**src/rtl/enc_frame_sched.sv**
```systemverilog
// enc_frame_sched: shares one 8b/10b frame encoder between NREQ byte-stream
// requesters using round-robin arbitration. Each frame is sent to the encoder
// as four K28.1 preamble words, the payload bytes, and a K23.7 end marker,
// followed by a quiet window while the encoder emits its own trailer.
// Build option: define SCHED_PRIO0_EN to make requester 0 win every
// arbitration it takes part in. The remaining requesters still rotate.
//
// state | meaning
// IDLE  | no frame in flight; arbitrate over src_valid
// PRE   | emitting preamble words 2..4 (K28.1)
// DATA  | forwarding the owner's payload bytes
// DRAIN | frame truncated at MAX_LEN; discarding bytes up to src_last
// EOP   | emitting the K23.7 end marker
// TRAIL | quiet window while the encoder appends CRC/K28.5

module enc_frame_sched #(
  parameter int NREQ      = 4,
  parameter int MAX_LEN   = 64,
  parameter int TRAIL_CYC = 6
) (
  input  logic              clk,
  input  logic              reset,
  input  logic [NREQ-1:0]   src_valid,
  input  logic [8*NREQ-1:0] src_data,
  input  logic [NREQ-1:0]   src_last,
  output logic [NREQ-1:0]   src_ready,
  output logic [NREQ-1:0]   gnt,
  output logic              enc_pushin,
  output logic [8:0]        enc_datain,
  output logic              enc_startin,
  output logic              err_overlen,
  output logic              busy
);

  localparam int PW = $clog2(NREQ);
  localparam int TW = (TRAIL_CYC > 1) ? $clog2(TRAIL_CYC) : 1;
  localparam logic [8:0]    K28_1      = 9'h13C;
  localparam logic [8:0]    K23_7      = 9'h1F7;
  localparam logic [7:0]    MAX_LEN_B  = 8'(MAX_LEN);
  localparam logic [TW-1:0] TRAIL_LOAD = TW'(TRAIL_CYC - 1);

  typedef enum logic [2:0] {
    S_IDLE, S_PRE, S_DATA, S_DRAIN, S_EOP, S_TRAIL
  } state_t;

  state_t            state_q, state_d;
  logic [NREQ-1:0]   gnt_q, gnt_d;
  logic [PW-1:0]     rr_q, rr_d;
  logic [7:0]        len_q, len_d;
  logic [1:0]        pre_q, pre_d;
  logic [TW-1:0]     trail_q, trail_d;
  logic              push_q, push_d;
  logic [8:0]        data_q, data_d;
  logic              start_q, start_d;
  logic              err_q, err_d;

  logic [PW:0]       rot_sh;
  logic [2*NREQ-1:0] rot_dbl;
  logic [PW-1:0]     win_off;
  logic [PW:0]       win_sum;
  logic [PW-1:0]     win_idx;
  logic              win_found;

  logic [7:0]        own_byte;
  logic              own_valid;
  logic              own_last;

  // Rotate requests so the search starts at rr_q+1, then map the hit back.
  always_comb begin
    rot_sh    = {1'b0, rr_q} + (PW+1)'(1);
    rot_dbl   = {src_valid, src_valid} >> rot_sh;
    win_off   = '0;
    win_found = 1'b0;
    for (int k = 0; k < NREQ; k++) begin
      if (!win_found && rot_dbl[k]) begin
        win_found = 1'b1;
        win_off   = PW'(k);
      end
    end
    win_sum = {1'b0, rr_q} + {1'b0, win_off} + (PW+1)'(1);
    if (win_sum >= (PW+1)'(NREQ)) begin
      win_sum = win_sum - (PW+1)'(NREQ);
    end
    win_idx = win_sum[PW-1:0];
`ifdef SCHED_PRIO0_EN
    if (src_valid[0]) begin
      win_found = 1'b1;
      win_idx   = '0;
    end
`else
`endif
  end

  // Select the current owner's byte lane via the one-hot grant.
  always_comb begin
    own_byte = '0;
    for (int i = 0; i < NREQ; i++) begin
      if (gnt_q[i]) begin
        own_byte = src_data[8*i +: 8];
      end
    end
  end

  assign own_valid = |(src_valid & gnt_q);
  assign own_last  = |(src_last & gnt_q);

  // Next-state, next-output and combinational ready logic.
  always_comb begin
    state_d   = state_q;
    gnt_d     = gnt_q;
    rr_d      = rr_q;
    len_d     = len_q;
    pre_d     = pre_q;
    trail_d   = trail_q;
    push_d    = 1'b0;
    data_d    = data_q;
    start_d   = 1'b0;
    err_d     = 1'b0;
    src_ready = '0;
    case (state_q)
      S_IDLE: begin
        if (win_found) begin
          gnt_d   = NREQ'(1) << win_idx;
          rr_d    = win_idx;
          push_d  = 1'b1;
          data_d  = K28_1;
          start_d = 1'b1;
          pre_d   = 2'd2;
          len_d   = '0;
          state_d = S_PRE;
        end
      end
      S_PRE: begin
        push_d = 1'b1;
        data_d = K28_1;
        if (pre_q == 2'd0) begin
          state_d = S_DATA;
        end else begin
          pre_d = pre_q - 2'd1;
        end
      end
      S_DATA: begin
        src_ready = gnt_q;
        if (own_valid) begin
          push_d = 1'b1;
          data_d = {1'b0, own_byte};
          len_d  = len_q + 8'd1;
          if (own_last) begin
            state_d = S_EOP;
          end else if (len_q + 8'd1 == MAX_LEN_B) begin
            err_d   = 1'b1;
            state_d = S_DRAIN;
          end
        end
      end
      S_DRAIN: begin
        src_ready = gnt_q;
        if (own_valid && own_last) begin
          state_d = S_EOP;
        end
      end
      S_EOP: begin
        push_d  = 1'b1;
        data_d  = K23_7;
        trail_d = TRAIL_LOAD;
        state_d = S_TRAIL;
      end
      S_TRAIL: begin
        if (trail_q == '0) begin
          gnt_d   = '0;
          state_d = S_IDLE;
        end else begin
          trail_d = trail_q - TW'(1);
        end
      end
      default: begin
        gnt_d   = '0;
        state_d = S_IDLE;
      end
    endcase
  end

  // State and output registers; reset aborts any frame immediately.
  always_ff @(posedge clk or posedge reset) begin
    if (reset) begin
      state_q <= S_IDLE;
      gnt_q   <= '0;
      rr_q    <= PW'(NREQ - 1);
      len_q   <= '0;
      pre_q   <= '0;
      trail_q <= '0;
      push_q  <= 1'b0;
      data_q  <= '0;
      start_q <= 1'b0;
      err_q   <= 1'b0;
    end else begin
      state_q <= state_d;
      gnt_q   <= gnt_d;
      rr_q    <= rr_d;
      len_q   <= len_d;
      pre_q   <= pre_d;
      trail_q <= trail_d;
      push_q  <= push_d;
      data_q  <= data_d;
      start_q <= start_d;
      err_q   <= err_d;
    end
  end

  assign gnt         = gnt_q;
  assign enc_pushin  = push_q;
  assign enc_datain  = data_q;
  assign enc_startin = start_q;
  assign err_overlen = err_q;
  assign busy        = (state_q != S_IDLE);

endmodule

```
**config.mk**
```make
export PLATFORM = sky130hd
export DESIGN_NAME = enc_frame_sched
export DESIGN_NICKNAME = d
export VERILOG_FILES = /design/src/rtl/enc_frame_sched.sv
export SDC_FILE = /design/constraint.sdc
export NUM_CORES = 1
export LEC_CHECK = 0
export CORE_ASPECT_RATIO = 1.75
export CORE_UTILIZATION = 43
export CTS_CLUSTER_SIZE = 14
export DETAILED_ROUTE_END_ITERATION = 10
export PLACE_DENSITY = 0.74
export SYNTH_ARGS = -nofsm -noshare
export SYNTH_HDL_FRONTEND = slang
export SYNTH_SLANG_ARGS = --single-unit
```
**constraint.sdc**
```tcl
create_clock -name clk -period 1.8 [get_ports clk]
set_input_delay 0.36 -clock clk [delete_from_list [all_inputs] [get_ports clk]]
set_output_delay 0.36 -clock clk [all_outputs]
set_load 0.02 [all_outputs]
```
# [Word level (Yosys, flattened, before mapping)]
# Cells that the tools add are included.
[totals] mem_count=0 input_bits=42 latchBits=0 output_inout_bits=21 ram_bits=0 romBits=0 elab_cells=107 register_bits=34
[op_classes] eq_ne=14 n_mul=0 n_bitwise=3 n_div=0 magnitude_cmp=1 n_mux=43 addsub=7 shifts=2 n_reduce_logical=27
[ops] cell="2-to-1 mux 8 bit" n=6
[ops] cell="case mux 9 bit (4 select lines)" n=1
[ops] cell="2-to-1 mux 3 bit" n=8
[ops] cell="2-to-1 mux 9 bit" n=2
[ops] cell="case mux 3 bit (6 select lines)" n=1
[ops] cell="case mux 8 bit (2 select lines)" n=1
[ops] cell="!= test 2 bit (second input constant)" n=7
[ops] cell="2-to-1 mux 1 bit" n=12
[ops] cell="2-to-1 mux 4 bit" n=3
[ops] cell="case mux 4 bit (3 select lines)" n=1
[ops] cell="AND reduction 3 bit" n=4
[ops] cell="OR reduction 4 bit" n=3
[ops] cell="2-to-1 mux 2 bit" n=5
[ops] cell="adder 8 x 1 -> 8 bit (second input constant)" n=1
[ops] cell="bitwise AND 4 bit" n=2
[ops] cell="equality test 8 x 7 -> 1 bit (second input constant)" n=1
[ops] cell="right shift 8 x 3 -> 4 bit" n=1
[ops] cell="equality test 3 x 2 -> 1 bit (second input constant)" n=2
[ops] cell="equality test 3 bit (second input constant)" n=2
[ops] cell="zero test 3 bit" n=2
[ops] cell="case mux 3 bit (2 select lines)" n=1
[ops] cell="AND reduction 6 bit" n=1
[ops] cell="nonzero test 2 bit" n=3
[ops] cell="logical AND 1 bit" n=4
[ops] cell="18 further kinds" n=23

# [Longest topological paths before layout]
# Gate-level depths: netlist (run 1).
[depth] depth_word=19 ltp_mapped=10 mapped_depth_nobuf=10

# [Worst setup path before layout (run 1)]
# Ideal clock, no wire load.
[synth_timing] path_kind="input to register" start="in src_valid[1]" end="reg gnt_q[1], in the netlist gnt[1]" path_slack_ns=-0.099 arrival_time_ns=1.830 stages=9 n_path_buf=1 cell_sequence="buf_6 > or4_1 > o221ai_1 > a21oi_1 > ha_1 > xor2_1 > nor3_1 > o21ai_0 > nand3_1"
[synth_between] elab_chain_len=18 word_cells_on_any_way=24 classes_between="add/sub: 3; order compare: 1; eq/ne: 1; shift: 2; mux: 10; reduce/logical: 7"
[synth_lines] item="start: declaration" line="23" rtl="input logic [NREQ-1:0] src_valid,"
[synth_lines] item="right shift 8 x 3 -> 4 bit (*)" line="71" rtl="rot_dbl = {src_valid, src_valid} >> rot_sh;"
[synth_lines] item="2-to-1 mux 1 bit" line="75" rtl="if (!win_found && rot_dbl[k]) begin"
[synth_lines] item="zero test 1 bit" line="75"
[synth_lines] item="logical AND 1 bit" line="75"
[synth_lines] item="2-to-1 mux 1 bit" line="75"
[synth_lines] item="zero test 1 bit" line="75"
[synth_lines] item="logical AND 1 bit" line="75"
[synth_lines] item="2-to-1 mux 1 bit" line="75"
[synth_lines] item="(+2 left out)"
[synth_lines] item="2-to-1 mux 2 bit" line="75"
[synth_lines] item="adder 2 x 2 -> 3 bit" line="80" rtl="win_sum = {1'b0, rr_q} + {1'b0, win_off} + (PW+1)'(1);"
[synth_lines] item="adder 3 x 1 -> 3 bit" line="80"
[synth_lines] item="greater-or-equal comparator 3 bit / subtractor 2 x 1 -> 2 bit (equally long branches)" line="81, 82"
[synth_lines] item="2-to-1 mux 2 bit" line="81" rtl="if (win_sum >= (PW+1)'(NREQ)) begin"
[synth_lines] item="left shift 1 x 2 -> 4 bit" line="123" rtl="gnt_d = NREQ'(1) << win_idx;"
[synth_lines] item="2-to-1 mux 4 bit" line="122" rtl="if (win_found) begin"
[synth_lines] item="case mux 4 bit (3 select lines)" line="120" rtl="case (state_q)"
[synth_lines] item="end signal: assignment" line="198" rtl="gnt_q <= gnt_d;"
[synth_lines] item="end: declaration" line="47" rtl="logic [NREQ-1:0] gnt_q, gnt_d;"
# Every way passes the cells marked *; elsewhere a longest branch is shown, timed or not. The select of a mux whose other input is x is not followed.
# A chain may end at the register's enable or synchronous reset.

# [Worst setup path after layout (run 1)]
[layout_timing] start="reg rr_q[0]" end="reg rr_q[1]"
[layout_between] elab_chain_len=16 word_cells_on_any_way=21 classes_between="add/sub: 4; order compare: 1; shift: 1; mux: 8; reduce/logical: 7"
[layout_lines] item="start: declaration" line="48" rtl="logic [PW-1:0] rr_q, rr_d;"
[layout_lines] item="start signal: assignment" line="188" rtl="rr_q <= PW'(NREQ - 1);"
[layout_lines] item="start signal: assignment" line="199" rtl="rr_q <= rr_d;"
[layout_lines] item="adder 2 x 1 -> 3 bit" line="70" rtl="rot_sh = {1'b0, rr_q} + (PW+1)'(1);"
[layout_lines] item="right shift 8 x 3 -> 4 bit" line="71"
[layout_lines] item="2-to-1 mux 1 bit" line="75"
[layout_lines] item="zero test 1 bit" line="75"
[layout_lines] item="logical AND 1 bit" line="75"
[layout_lines] item="2-to-1 mux 1 bit" line="75"
[layout_lines] item="zero test 1 bit" line="75"
[layout_lines] item="logical AND 1 bit" line="75"
[layout_lines] item="2-to-1 mux 1 bit" line="75"
[layout_lines] item="zero test 1 bit" line="75"
[layout_lines] item="logical AND 1 bit" line="75"
[layout_lines] item="2-to-1 mux 2 bit" line="75"
[layout_lines] item="adder 2 x 2 -> 3 bit" line="80"
[layout_lines] item="adder 3 x 1 -> 3 bit" line="80"
[layout_lines] item="greater-or-equal comparator 3 bit / subtractor 2 x 1 -> 2 bit (equally long branches)" line="81, 82"
[layout_lines] item="2-to-1 mux 2 bit" line="81"
# Several ways; a longest one is shown, not always the timed one.

==> impl_metrics.env, run 1 <==
export IMPL_status="finished with violations"
export IMPL_failed_checks="setup timing"
export IMPL_relSlewSlack=0.7366
export IMPL_finalHoldViolations=0
export IMPL_r2r_worst_path_cells=9
export IMPL_antenna_found_initial=0
export IMPL_arrival_ns=2.22
export IMPL_cts_tree="yes"
export IMPL_worst_pin_slew_ns=0.3921
export IMPL_initial_core_util=0.4505
export IMPL_cp_common_cell="a21oi_2"
export IMPL_syn2layout_area_growth_pct=51.79
export IMPL_ios=63
export IMPL_fmax_mhz=498.8
export IMPL_crit_cells=9
export IMPL_final_nets=409
export IMPL_die_x_um=56.59
export IMPL_worstPathRequired_ns=2.01
export IMPL_clock_path_buffers=2
export IMPL_worst_slack_ns=-0.2046
export IMPL_synthCells=268
export IMPL_cts_sinks=34
export IMPL_slew_violations=0
export IMPL_postRouteAntennaNets=0
export IMPL_p_leak_nw=1.512
export IMPL_die_h_um=97.53
export IMPL_drc=0
export IMPL_track_usage=0.2519
export IMPL_ys_warn_count=0
export IMPL_max_vdd_ir_drop_mv=1.445
export IMPL_ff2ff_setup_slack_ns=-0.20
export IMPL_num_fill_cells=391
export IMPL_grt_pass1_vias=2433
export IMPL_hp_class="in2async"
export IMPL_synthArstFlopShare=1.000
export IMPL_rsz0062_at_grt="true"
export IMPL_crit_family="flip-flops"
export IMPL_synth_area_top_cells="dfrtp_1 36%, a21oi_1 5.1%, o21ai_0 4.7%"
export IMPL_synth_top_area_share=0.3571
export IMPL_cp_num_buf_inv=1
export IMPL_cts_htree_levels=2
export IMPL_antenna_cells=0
export IMPL_drt_wl_total_um=7039
export IMPL_final_common_cell="clkdlybuf4s50_1"
export IMPL_yosys_register_bits=34
export IMPL_vias=2469
export IMPL_worst_path_largest_cell_delay_ns=0.58
export IMPL_synth_cell_type_count=52
export IMPL_synth_nets=315
export IMPL_ys_flop_type="dfrtp_1"
export IMPL_finalCritPeriodShare=1.114
export IMPL_port_buffers=62
export IMPL_gr_total_overflow=0
export IMPL_cap_violations=0
export IMPL_syn_avg_cell_area_um2=8.366
export IMPL_final_area_mm2=0.003403
export IMPL_placed_cell_area_mm2=0.003191
export IMPL_gp_congestion=0.8988
export IMPL_crit_path_top_delay_cell="dfstp_2"
export IMPL_grt_pass1_wl_um=10960
export IMPL_path_clk_slew_ns=0.07
export IMPL_drtIter0Drc=121
export IMPL_grt_max_degree=35
export IMPL_die_area_mm2=0.005518
export IMPL_r2r_start="rr_q[0]$_DFFE_PP1P_"
export IMPL_yosysTopAreaCell="dfrtp_1"
export IMPL_avgRoutedWirePerCell_um=16.88
export IMPL_layout_common_cells="50 x clkdlybuf4s50_1, 39 x buf_4, 31 x dfrtp_1"
export IMPL_hpwl_um=5102
export IMPL_core_area_mm2=0.004977
export IMPL_path_max_fanout=4
export IMPL_setup_viol=5
export IMPL_finClkSkew_ns=0.006814
export IMPL_setup_tns_ns=-0.8048
export IMPL_layout_drive_gt1_share=0.2287
export IMPL_synth_edf_count=0
export IMPL_worstReg2RegEnd="rr_q[1]$_DFFE_PP1P_"
export IMPL_startpoint_type="flip-flop"
export IMPL_min_period_ns=2.005
export IMPL_viasPerCell=5.921
export IMPL_path_class="reg2reg"
export IMPL_first_pass_iters=4
export IMPL_crit_chain="inv_2 > nor3b_2 > a21oi_2 > o221ai_2 > a21oi_2 > ha_4 > xnor2_4 > nor3_1 > o31ai_1"
export IMPL_numCtsBuffers=5
export IMPL_rows=34
export IMPL_cellPowerDensity_mw_per_mm2=1470
export IMPL_crit_path_end_kind="flip-flop"
export IMPL_syn_area_mm2=0.002242
export IMPL_seq_area_frac_synth=0.3806
export IMPL_insertion_delay_ns=0.29
export IMPL_cts_root_buf="clkbuf_8"
synthesized netlist by cell type (2+ instances only):
master     instances
o211ai_1           2
a22oi_1           10
buf_6              2
o2111ai_1          2
nand2_1           23
dfstp_2            2
nand2b_1           4
a221oi_1           4
nor3_1            10
inv_1             14
a21o_1             5
clkbuf_1          10
dfrtp_1           32
a21oi_2            2
ha_1               5
a221o_1            4
nor2_1            20
a211oi_1           2
xor2_1             3
o31ai_1            7
nor2b_1            8
o22ai_1            2
a22o_1             5
and2_1             6
buf_2              4
a21oi_1           23
nand3_1           12
o21ai_0           21
worst min-delay path, cell delays in order:
cell,delay [ns]
clkdlybuf4s50_1,0.39
inv_1,0.09
buf_12,0.21
power breakdown:
group | leakage (nW) | total, mW | switching (mW) | internal [mW]
registers | 0.417 | 1.26 | 0.237 | 1.03
clock network | 0.0482 | 0.591 | 0.282 | 0.308
logic | 1.05 | 3.15 | 1.68 | 1.47
total | 1.51 | 5.00 | 2.20 | 2.80
cell families after synthesis:
| family | count (synthesis) | synth area share |
|---|---|---|
| compound gates | 99 | 0.3019 |
| xor+xnor | 4 | 0.01563 |
| fa+ha+maj | 5 | 0.02790 |
| buf+inv | 31 | 0.06083 |
| flops | 34 | 0.3806 |
| mux | 1 | 0.004464 |
| simple gates | 94 | 0.2087 |
flip-flops by register name, summed over array words and instances, names as in the netlist:
name and count:
enc_startin 1, rr_q 2, enc_datain 9, trail_q 3, gnt 4, state_q 3
enc_pushin 1, pre_q 2, len_q 8, err_overlen 1
metrics by stage:
stage / utilization / power (mW) / setup slack, ns / instances / hold slack (ns)
after global placement: 0.6410 / 4.009 / -0.4486 / 407 / 0.4827
after floorplan: - / 2.947 / -0.06765 / 268 / 0.4721
final: 0.6838 / 5.004 / -0.2046 / 417 / 0.3966
after global routing: 0.6838 / 5.331 / -0.3752 / 417 / 0.4667
after detailed placement: 0.6410 / 4.062 / -0.5557 / 407 / 0.4993
after CTS: 0.6664 / 4.701 / -0.1113 / 416 / 0.4125
area by class of cell:
type	instances	area (µm²)	share of cell area
clock buffers	7	86.33	0.02537
clock inverters	1	5.005	0.001471
inverters	15	56.30	0.01654
multi-input cells	203	1394	0.4096
flip-flops and latches	34	854.6	0.2511
well taps	54	67.56	0.01985
repair buffers	103	939.7	0.2761
routing by layer:
layer,vias up,track usage,wire [µm]
met3,30,0.03728,254
met5,-,0,0
li1,1163,-,-
met1,1197,0.2693,2489
met4,0,0.1557,341
met2,79,0.4480,3952
repair_timing:
item,in CTS,in global routing
gates cloned,0,0
pin swaps,9,8
endpoints found under the setup margin,29,23
hold buffers,0,0
setup buffers,1,1
gates resized for setup,18,26
how the worst max path moves through the flow:
stage / from / end
6_report: rr_q[0]$_DFFE_PP1P_ / rr_q[1]$_DFFE_PP1P_
4_1_cts: rr_q[0]$_DFFE_PP1P_ / gnt[1]$_DFFE_PP0P_
3_5_place_dp: src_valid[3] / gnt[3]$_DFFE_PP0P_
5_1_grt: rr_q[0]$_DFFE_PP1P_ / rr_q[1]$_DFFE_PP1P_
3_3_place_gp: src_valid[1] / gnt[3]$_DFFE_PP0P_
2_1_floorplan: src_valid[1] / gnt[3]$_DFFE_PP0P_
(Power assumes the default switching activity.)
==> run 2: changes to the inputs <==
--- a/config.mk
+++ b/config.mk
@@ -9,7 +9,7 @@
 export CORE_UTILIZATION = 43
 export CTS_CLUSTER_SIZE = 14
 export DETAILED_ROUTE_END_ITERATION = 10
-export PLACE_DENSITY = 0.74
+export PLACE_DENSITY = 0.76
 export SYNTH_ARGS = -nofsm -noshare
 export SYNTH_HDL_FRONTEND = slang
 export SYNTH_SLANG_ARGS = --single-unit
==> impl_metrics.env, run 2 (synthesis gave the netlist of run 1 again) <==
export IMPL_gp_congestion=0.8717
export IMPL_initial_core_util=0.4505
export IMPL_setup_tns_ns=-0.6787
export IMPL_p_total_mw=4.949
export IMPL_p_int_mw=2.799
export IMPL_rsz0062_at_grt="true"
export IMPL_first_pass_iters=4
export IMPL_worst_path_largest_cell_delay_ns=0.58
export IMPL_cap_violations=0
export IMPL_startpoint_type="flip-flop"
export IMPL_path_class="reg2reg"
export IMPL_grt_pass1_wl_um=10720
export IMPL_cts_hold_buf=0
export IMPL_syn2layout_area_growth_pct=53.46
export IMPL_die_x_um=56.59
export IMPL_grt_max_degree=35
export IMPL_arrival_ns=2.19
export IMPL_final_common_cell="clkdlybuf4s50_1"
export IMPL_setup_viol=5
export IMPL_drtIter0Drc=57
export IMPL_finalCritPeriodShare=1.113
export IMPL_swShare=0.4344
export IMPL_largest_register_ffs=9
export IMPL_gr_total_overflow=0
export IMPL_p_sw_mw=2.150
export IMPL_insertion_delay_ns=0.28
export IMPL_crit_chain="inv_2 > nor3b_2 > a21oi_2 > o221ai_2 > a21oi_2 > ha_4 > xor2_4 > a21oi_2 > o31ai_1"
export IMPL_cp_common_cell="a21oi_2"
export IMPL_status="finished with violations"
export IMPL_die_h_um=97.53
export IMPL_drc=0
export IMPL_layout_drive_gt1_share=0.2541
export IMPL_layout_common_cells="52 x clkdlybuf4s50_1, 41 x buf_4, 27 x dfrtp_1"
export IMPL_min_period_ns=2.004
export IMPL_crit_path_end_kind="flip-flop"
export IMPL_ios=63
export IMPL_worst_pin_slew_ns=0.3720
export IMPL_cts_htree_levels=2
export IMPL_clock_path_buffers=2
export IMPL_postRouteAntennaNets=0
export IMPL_p_leak_nw=1.475
export IMPL_max_vdd_ir_drop_mv=1.183
export IMPL_fmax_mhz=499.0
export IMPL_failed_checks="setup timing"
export IMPL_hpwl_um=5041
export IMPL_rows=34
export IMPL_numCtsBuffers=5
export IMPL_hp_class="in2async"
export IMPL_power_frac_clock=0.108
export IMPL_finClkSkew_ns=0.002986
export IMPL_antenna_cells=0
export IMPL_slew_violations=0
export IMPL_pwr_share_comb=0.633
export IMPL_port_buffers=62
export IMPL_crit_path_top_delay_cell="dfstp_2"
export IMPL_worst_slack_ns=-0.2039
export IMPL_relSlewSlack=0.7520
export IMPL_worstPathRequired_ns=1.98
export IMPL_cts_tree="yes"
export IMPL_finalHoldViolations=0
export IMPL_core_area_mm2=0.004977
export IMPL_track_usage=0.2457
export IMPL_vias=2394
export IMPL_grt_pass1_vias=2354
export IMPL_die_area_mm2=0.005518
export IMPL_cts_sinks=34
export IMPL_drt_wl_total_um=6636
export IMPL_cts_root_buf="clkbuf_8"
export IMPL_path_clk_slew_ns=0.07
export IMPL_pwr_share_seq=0.259
export IMPL_viasPerCell=5.700
export IMPL_cellPowerDensity_mw_per_mm2=1438
export IMPL_path_max_fanout=5
export IMPL_antenna_found_initial=0
export IMPL_final_nets=412
export IMPL_avgRoutedWirePerCell_um=15.80
run 2: power by group through the flow:
stage          Sequential, mW  Combinational [mW]  Clock, mW
2_1_floorplan            1.32                1.63          0
4_1_cts                  1.26                2.88      0.544
5_1_grt                  1.32                3.39      0.576
3_3_place_gp             1.26                2.79          0
3_5_place_dp             1.27                2.84          0
6_report                 1.28                3.13      0.536
run 2: area by class of cell:
class,instances,area [µm²]
sequential,34,859.6
fill,418,1536
clock buffer,8,80.08
tap,54,67.56
inverter,15,58.81
timing repair buffer,106,964.7
multi-input combinational,203,1410
run 2: layer usage:
| layer | part of all wire | vias to the layer above | track usage |
|---|---|---|---|
| li1 | - | 1174 | - |
| met3 | 0.026 | 26 | 0.02663 |
| met4 | 0.038 | 0 | 0.1088 |
| met2 | 0.55 | 71 | 0.4489 |
| met1 | 0.39 | 1123 | 0.2774 |
| met5 | 0 | - | 0 |
run 2: stage by stage:
stage                     utilization  worst slack [ns]  hold slack, ns  instances  instance area, µm²
final                          0.6913           -0.2039          0.4184        420                3441
after global placement         0.6471           -0.4705          0.4826        411                3221
after global routing           0.6913           -0.2807          0.4636        420                3441
after floorplan                     -          -0.06765          0.4721        268                2272
after CTS                      0.6694           -0.1318          0.4280        420                3332
after detailed placement       0.6471           -0.5608          0.4875        411                3221
run 2: what timing repair did:
action / 4_1_cts / 5_1_grt
buffers inserted: 1 / 0
setup endpoints to repair: 29 / 26
pin swaps: 9 / 12
resized for setup: 21 / 38
run 2: worst max-delay path: cells and delay by family (launching register included):
kind                       cells  cell delay [ns]
xor gates and xnor gates       1             0.20
DFF                            1             0.58
buffers and inverters          1             0.05
adders and majority gates      1             0.21
and+or+nand+nor                1             0.18
AOI/OAI and AO/OA              5             0.68
run 2: final timing paths:
path / from / end / slack, ns / depth (start not counted)
hold reg to reg: enc_datain[8]$_DFFE_PP0P_ / enc_datain[8]$_DFFE_PP0P_ / 0.50 / 2
min in group clk: enc_datain[8]$_DFFE_PP0P_ / enc_datain[8]$_DFFE_PP0P_ / 0.50 / 2
hold / removal: reset / len_q[6]$_DFFE_PP0P_ / 0.42 / 3
setup reg to reg: rr_q[0]$_DFFE_PP1P_ / rr_q[1]$_DFFE_PP1P_ / -0.20 / 9
max in group asynchronous: reset / rr_q[1]$_DFFE_PP1P_ / 1.13 / 3
setup / recovery: rr_q[0]$_DFFE_PP1P_ / rr_q[1]$_DFFE_PP1P_ / -0.20 / 9
